[src/rtl/store_fence_sequencer_pkg.sv]
// Shared types and constants for the store/fence sequencer: FSM states,
// FENCE predecessor bit positions, fence-mode encodings and the drain-mask helper.
package store_fence_sequencer_pkg;

    typedef enum logic [1:0] {
        RUN        = 2'd0,
        DRAIN      = 2'd1,
        HALT_DRAIN = 2'd2,
        HALTED     = 2'd3
    } seq_state_t;

    // Positions inside {PI,PO,PR,PW,SI,SO,SR,SW}.
    localparam int FENCE_PO = 6;
    localparam int FENCE_PW = 4;

    localparam logic [3:0] FM_NORMAL = 4'b0000;
    localparam logic [3:0] FM_TSO    = 4'b1000;

    // TSO and reserved modes deliberately share the conservative predecessor-write drain.
    function automatic logic [7:0] drain_mask(input logic [3:0] fm);
        logic [7:0] mask;
        mask           = 8'h00;
        mask[FENCE_PO] = 1'b1;
        mask[FENCE_PW] = 1'b1;
        case (fm)
            FM_NORMAL: drain_mask = mask;
            FM_TSO:    drain_mask = mask;
            default:   drain_mask = mask;
        endcase
    endfunction

endpackage

[src/rtl/store_fifo.sv]
// Store buffer: DEPTH entries of {addr,data,strb}, head entry presented directly.
// Pointers carry an extra wrap bit so full and empty are distinguishable.
module store_fifo #(
    parameter int XLEN  = 64,
    parameter int DEPTH = 4
) (
    input  logic            clk,
    input  logic            rst,
    input  logic            push,
    input  logic            pop,
    input  logic [XLEN-1:0] push_addr,
    input  logic [XLEN-1:0] push_data,
    input  logic [7:0]      push_strb,
    output logic [XLEN-1:0] head_addr,
    output logic [XLEN-1:0] head_data,
    output logic [7:0]      head_strb,
    output logic            full,
    output logic            empty
);

    localparam int AW = $clog2(DEPTH);
    localparam logic [AW:0] PTR_ONE = (AW+1)'(1);

    logic [AW:0]     wr_ptr_r;
    logic [AW:0]     rd_ptr_r;
    logic [XLEN-1:0] addr_mem_r [DEPTH];
    logic [XLEN-1:0] data_mem_r [DEPTH];
    logic [7:0]      strb_mem_r [DEPTH];

    // Pointer advance and entry storage; contents are cleared on reset.
    always_ff @(posedge clk or negedge rst) begin
        if (!rst) begin
            wr_ptr_r <= {(AW+1){1'b0}};
            rd_ptr_r <= {(AW+1){1'b0}};
            for (int i = 0; i < DEPTH; i++) begin
                addr_mem_r[i] <= {XLEN{1'b0}};
                data_mem_r[i] <= {XLEN{1'b0}};
                strb_mem_r[i] <= 8'h00;
            end
        end else begin
            if (push) begin
                addr_mem_r[wr_ptr_r[AW-1:0]] <= push_addr;
                data_mem_r[wr_ptr_r[AW-1:0]] <= push_data;
                strb_mem_r[wr_ptr_r[AW-1:0]] <= push_strb;
                wr_ptr_r <= wr_ptr_r + PTR_ONE;
            end
            if (pop) begin
                rd_ptr_r <= rd_ptr_r + PTR_ONE;
            end
        end
    end

    assign head_addr = addr_mem_r[rd_ptr_r[AW-1:0]];
    assign head_data = data_mem_r[rd_ptr_r[AW-1:0]];
    assign head_strb = strb_mem_r[rd_ptr_r[AW-1:0]];
    assign empty     = (wr_ptr_r == rd_ptr_r);
    assign full      = (wr_ptr_r[AW] != rd_ptr_r[AW]) && (wr_ptr_r[AW-1:0] == rd_ptr_r[AW-1:0]);

endmodule

[src/rtl/store_fence_sequencer.sv]
// Buffers stores, issues them over valid/ready, counts unacked writes and
// sequences FENCE drains and the EBREAK drain-then-halt.
module store_fence_sequencer
    import store_fence_sequencer_pkg::*;
#(
    parameter int XLEN    = 64,
    parameter int DEPTH   = 4,
    parameter int MAX_OUT = 4
) (
    input  logic            clk,
    input  logic            rst,
    input  logic            st_valid_in,
    output logic            st_ready_out,
    input  logic [XLEN-1:0] st_addr_in,
    input  logic [XLEN-1:0] st_data_in,
    input  logic [7:0]      st_strb_in,
    input  logic            fence_req_in,
    input  logic [7:0]      fence_sig_in,
    input  logic [3:0]      fence_mode_in,
    input  logic            ebreak_set_in,
    output logic            mem_valid_out,
    input  logic            mem_ready_in,
    output logic [XLEN-1:0] mem_addr_out,
    output logic [XLEN-1:0] mem_data_out,
    output logic [7:0]      mem_strb_out,
    input  logic            mem_ack_in,
    output logic            stall_out,
    output logic            fence_done_out,
    output logic            halted_out,
    output logic            ack_err_out
);

    localparam int CW = $clog2(MAX_OUT + 1);
    localparam logic [CW-1:0] CNT_ZERO = {CW{1'b0}};
    localparam logic [CW-1:0] CNT_ONE  = CW'(1);
    localparam logic [CW-1:0] CNT_MAX  = CW'(MAX_OUT);

    seq_state_t    state_r;
    seq_state_t    state_next_s;
    logic [CW-1:0] out_cnt_r;
    logic [CW-1:0] out_cnt_next_s;
    logic          ack_err_r;
    logic          full_s;
    logic          empty_s;
    logic          push_s;
    logic          pop_s;
    logic          ack_ok_s;
    logic          drain_fence_s;
    logic          drained_s;
    logic          running_s;

    assign running_s     = (state_r == RUN);
    assign drain_fence_s = |(fence_sig_in & drain_mask(fence_mode_in));
    assign st_ready_out  = ~full_s & running_s & ~fence_req_in;
    assign push_s        = st_valid_in & st_ready_out;
    assign mem_valid_out = ~empty_s & (out_cnt_r < CNT_MAX);
    assign pop_s         = mem_valid_out & mem_ready_in;
    assign ack_ok_s      = mem_ack_in & (out_cnt_r != CNT_ZERO);
    // Drain completes in the cycle whose ack retires the last write.
    assign drained_s     = empty_s & (out_cnt_next_s == CNT_ZERO);
    assign halted_out    = (state_r == HALTED);
    assign ack_err_out   = ack_err_r;

    store_fifo #(
        .XLEN  (XLEN),
        .DEPTH (DEPTH)
    ) u_store_fifo (
        .clk       (clk),
        .rst       (rst),
        .push      (push_s),
        .pop       (pop_s),
        .push_addr (st_addr_in),
        .push_data (st_data_in),
        .push_strb (st_strb_in),
        .head_addr (mem_addr_out),
        .head_data (mem_data_out),
        .head_strb (mem_strb_out),
        .full      (full_s),
        .empty     (empty_s)
    );

    // Outstanding-write count: issue adds one, accepted ack removes one.
    always_comb begin
        out_cnt_next_s = out_cnt_r;
        case ({pop_s, ack_ok_s})
            2'b10:   out_cnt_next_s = out_cnt_r + CNT_ONE;
            2'b01:   out_cnt_next_s = out_cnt_r - CNT_ONE;
            default: out_cnt_next_s = out_cnt_r;
        endcase
    end

    // Next state, stall and fence retirement.
    always_comb begin
        state_next_s   = state_r;
        fence_done_out = 1'b0;
        stall_out      = 1'b1;
        case (state_r)
            RUN: begin
                stall_out = fence_req_in & drain_fence_s;
                if (ebreak_set_in) begin
                    state_next_s = HALT_DRAIN;
                end else if (fence_req_in) begin
                    if (drain_fence_s) begin
                        state_next_s = DRAIN;
                    end else begin
                        fence_done_out = 1'b1;
                    end
                end else begin
                    state_next_s = RUN;
                end
            end
            DRAIN: begin
                if (drained_s) begin
                    state_next_s   = RUN;
                    fence_done_out = 1'b1;
                end else begin
                    state_next_s = DRAIN;
                end
            end
            HALT_DRAIN: begin
                if (drained_s) begin
                    state_next_s = HALTED;
                end else begin
                    state_next_s = HALT_DRAIN;
                end
            end
            HALTED:  state_next_s = HALTED;
            default: state_next_s = RUN;
        endcase
    end

    // State, counter and sticky ack-error registers.
    always_ff @(posedge clk or negedge rst) begin
        if (!rst) begin
            state_r   <= RUN;
            out_cnt_r <= CNT_ZERO;
            ack_err_r <= 1'b0;
        end else begin
            state_r   <= state_next_s;
            out_cnt_r <= out_cnt_next_s;
            if (mem_ack_in && (out_cnt_r == CNT_ZERO)) begin
                ack_err_r <= 1'b1;
            end
        end
    end

endmodule
[config.mk]
export PLATFORM = sky130hd
export DESIGN_NAME = store_fence_sequencer
export DESIGN_NICKNAME = d
export VERILOG_FILES = /design/src/rtl/store_fence_sequencer_pkg.sv /design/src/rtl/store_fifo.sv /design/src/rtl/store_fence_sequencer.sv
export SDC_FILE = /design/constraint.sdc
export NUM_CORES = 1
export LEC_CHECK = 0
export ABC_CLOCK_PERIOD_IN_PS = 4700
export BUFFER_PORTS_ARGS = -buffer_cell sky130_fd_sc_hd__buf_4
export CELL_PAD_IN_SITES_DETAIL_PLACEMENT = 0
export CELL_PAD_IN_SITES_GLOBAL_PLACEMENT = 1
export CORE_AREA = 2 2 224 226
export DETAILED_ROUTE_END_ITERATION = 16
export DIE_AREA = 0 0 226 228
export GPL_TIMING_DRIVEN = 1
export PLACE_DENSITY = 0.92
export SKIP_CTS_REPAIR_TIMING = 1
export SYNTH_ARGS = -nofsm -noshare
export SYNTH_HDL_FRONTEND = slang
export SYNTH_HIERARCHICAL = 1
export SYNTH_SLANG_ARGS = --single-unit
[constraint.sdc]
create_clock -name clk -period 4.7 [get_ports clk]
set_input_delay 0.235 -clock clk [delete_from_list [all_inputs] [get_ports clk]]
set_output_delay 0.235 -clock clk [all_outputs]
set_load 0.01 [all_outputs]
==> results.json <==
{
  "detailroute.via_count": 13700,
  "crit_required_ns": 4.47,
  "p_switching_w": 0.00350,
  "ys_dominant_reg_cell": "dfrtp_1",
  "core-area_um2": 49300,
  "globalRouteOverflowTotal": 0,
  "wl_final_um": 52300,
  "maxCapViolations": 0,
  "power_density_nw_per_um2": 435,
  "synth.yosys.warnings": 6,
  "fin_util_pct": 61.2,
  "clock_tree.root_cell": "clkbuf_16",
  "cts_sinks": 556,
  "pre_cts_slack_ns": 1.34,
  "antenna_violations_before_repair": 5,
  "fp.dieH_um": 228,
  "synth_top_cells_by_count": "556 x dfrtp_1, 545 x mux2_2, 136 x mux4_2",
  "timing_worst_setup_path_type": "flip-flop to output pin",
  "grt_max_degree": 139,
  "dp_hpwl_um": 30500,
  "drt-pass1-iter-count": 4,
  "placement.cell_area_um2": 26800,
  "netlist_instances": 1383,
  "wl_per_cell_um": 20.8,
  "cts_inserted_buffers": 58,
  "io-pin-count": 297,
  "nNetsFinal": 1962,
  "synth_fp_nets": 1545,
  "setup-tns-final_ns": 0,
  "design_internal_power_w": 0.00963,
  "initial_standard_cell_utilization_of_the_core_pct": 49.2,
  "post_synthesis_cell_type_with_the_largest_combined_area": "dfrtp_1",
  "cp_data_arrival_time_ns": 3.55,
  "relSlewSlack_pct": 27.7,
  "remaining_antenna_violation_count": 0,
  "gate_power_share_pct": 22.8,
  "worst_setup_path_end_kind": "output pin",
  "ir_worst_vdd_v": 0.000490,
  "fp.dieW_um": 226,
  "grt_use_total_pct": 20.2,
  "cts.reportedPaths.clkPinSlew_ns": 0.06,
  "finalHoldViolCount": 0,
  "outcome": "finished, final reports clean",
  "wire_length_of_the_first_global_routing_pass_um": 81400,
  "insertion_delay_ns": 0.60,
  "via_per_inst": 5.44,
  "area_growth_syn_to_layout_pct": 24.3,
  "clock_power_share_pct": 35.5,
  "least_margin_pin_slew_ns": 1.08,
  "synth_edf_count": 0,
  "lkg_pwr_nw": 15.1,
  "netlist_area_um2": 24300,
  "number_of_buffers_on_the_longest_clock_path": 3,
  "cp-start-kind": "flip-flop",
  "tritoncts_clock_tree": "done",
  "asyncSetResetFlopFracSynth_pct": 100,
  "timing.fmax_mhz": 264,
  "finalWorstPathRequiredPeriod_ns": 3.79,
  "p_seq_share_pct": 41.7,
  "ys_top_cells_by_area": "dfrtp_1 57%, mux2_2 25%, mux4_2 13%",
  "final-setup-viol-count": 0,
  "worstPathMaxFanout": 2,
  "drive_above_1_share_pct": 59.1,
  "register_bit_count_reported_by_yosys": 556,
  "postLayoutCellArea_um2": 30200,
  "timing.hold.worst.class": "primary input to flip-flop",
  "synth.avg_cell_area_um2": 17.6,
  "netlist.area_leader.share_pct": 57.3,
  "synthDistinctLibCells": 36,
  "finClkSkew_ns": 0.0111,
  "io_buffer_count": 286,
  "std_cell_rows": 82,
  "ys_seq_area_share_pct": 57.3,
  "finalCritPeriodShare_pct": 80.5,
  "detail_route.drc_violations": 0,
  "drt-initial-drc-count": 658,
  "die_area_um2": 51500,
  "post-synth-top-count-cell": "dfrtp_1",
  "layout_setup_ws_ns": 0.915,
  "final-max-slew-violation-count": 0,
  "first_global_vias": 14800,
  "ctsHtreeMaxLevel": 2,
  "grt_setup_unrepaired": "false",
  "globalplace.congestion": 0.745,
  "switching_portion_of_total_power_pct": 26.7
}
stage by stage:
step                hold WS [ns]  power (W)  cells
finish                   0.00812     0.0131   2517
detailed placement         0.389    0.00849   2273
global placement           0.376    0.00841   2273
CTS                       -0.250     0.0132   2376
floorplan                -0.0606    0.00761   1383
global route             0.00284     0.0138   2517
worst max-delay path: stages, from the launching register on:
cell,delay [ns]
dfrtp_4,0.50
xor2_1,0.18
nor3b_1,0.34
nor2_1,0.14
nand2_1,0.14
ha_1,0.19
inv_1,0.06
fa_1,0.47
nor2b_1,0.21
a22o_1,0.16
nand4_1,0.14
o32ai_1,0.27
buf_4,0.17
sequential cells by signal, indices dropped and copies added (netlist names), named ones only:
| signal | flops |
|---|---|
| u_store_fifo/addr_mem_r | 256 |
| u_store_fifo/data_mem_r | 256 |
| ack_err_out | 1 |
| state_r | 1 |
| u_store_fifo/rd_ptr_r | 3 |
| u_store_fifo/strb_mem_r | 32 |
| out_cnt_r | 3 |
| u_store_fifo/wr_ptr_r | 3 |
power groups by stage:
stage / clock network (W) / logic, W / registers, W
after floorplan: 0 / 0.00214 / 0.00547
after global placement: 0 / 0.00290 / 0.00551
after detailed placement: 0 / 0.00294 / 0.00555
after CTS: 0.00477 / 0.00295 / 0.00547
after global routing: 0.00499 / 0.00323 / 0.00552
final: 0.00466 / 0.00299 / 0.00547
path summary, 6_finish.rpt:
check / slack [ns] / end / cells past startpoint / startpoint
setup / recovery: 0.91 / fence_done_out / 12 / u_store_fifo/rd_ptr_r[1]
hold / removal: 0.008 / u_store_fifo/rd_ptr_r[0] / 4 / mem_ready_in
setup reg to reg: 1.34 / u_store_fifo/addr_mem_r[23] / 8 / u_store_fifo/rd_ptr_r[1]
hold reg to reg: 0.46 / ack_err_out / 1 / ack_err_out
max in group asynchronous: 3.14 / u_store_fifo/addr_mem_r[219] / 3 / rst
min in group asynchronous: 0.32 / u_store_fifo/addr_mem_r[207] / 2 / rst
final cells by class:
cell class / count / area, um^2
fill: 3591 / 19200
sequential: 556 / 13900
multi-input combinational: 731 / 9640
timing repair buffer: 446 / 3800
clock buffer: 89 / 1750
tap: 672 / 841
clock inverter: 14 / 204
inverter: 7 / 26.3
antenna: 2 / 5.00
kinds of logic after synthesis:
group | count (synthesis) | share of synthesized area [%]
AO/OA/AOI/OAI | 8 | 0.237
XOR/XNOR | 9 | 0.324
adder cells (fa/ha/maj) | 7 | 0.391
buffers and inverters | 96 | 3.18
flip-flops | 556 | 57.3
multiplexers | 682 | 37.9
AND/OR/NAND/NOR | 25 | 0.675
layout by cell type (no fill, tap or decap), types with 2 or more instances in the layout:
cell type	synthesis	final
dfrtp_1	556	554
nand2_1	6	5
clkbuf_8	0	16
xor2_1	5	5
nor2_1	3	3
xnor2_1	4	4
buf_4	3	298
clkinvlp_4	0	2
nand2_8	0	3
o21ai_0	2	2
dfrtp_4	0	2
mux4_2	136	136
dlygate4sd3_1	0	139
ha_1	6	6
bufinv_16	0	5
clkinv_2	0	6
nor2b_1	2	2
clkbuf_1	1	14
a21o_1	2	2
mux2_2	545	545
clkbuf_16	0	59
buf_12	11	8
diode_2	0	2
inv_1	7	7
layer usage:
| metal | part of all wire (%) | GRT usage [%] | up-vias |
|---|---|---|---|
| met2 | 50 | 33.6 | 291 |
| met1 | 43 | 26.3 | 7309 |
| met5 | 0.052 | 0 | - |
| li1 | - | - | 6006 |
| met3 | 5.3 | 5.37 | 78 |
| met4 | 1.8 | 5.11 | 4 |
Power figures use the tool's default switching activity.
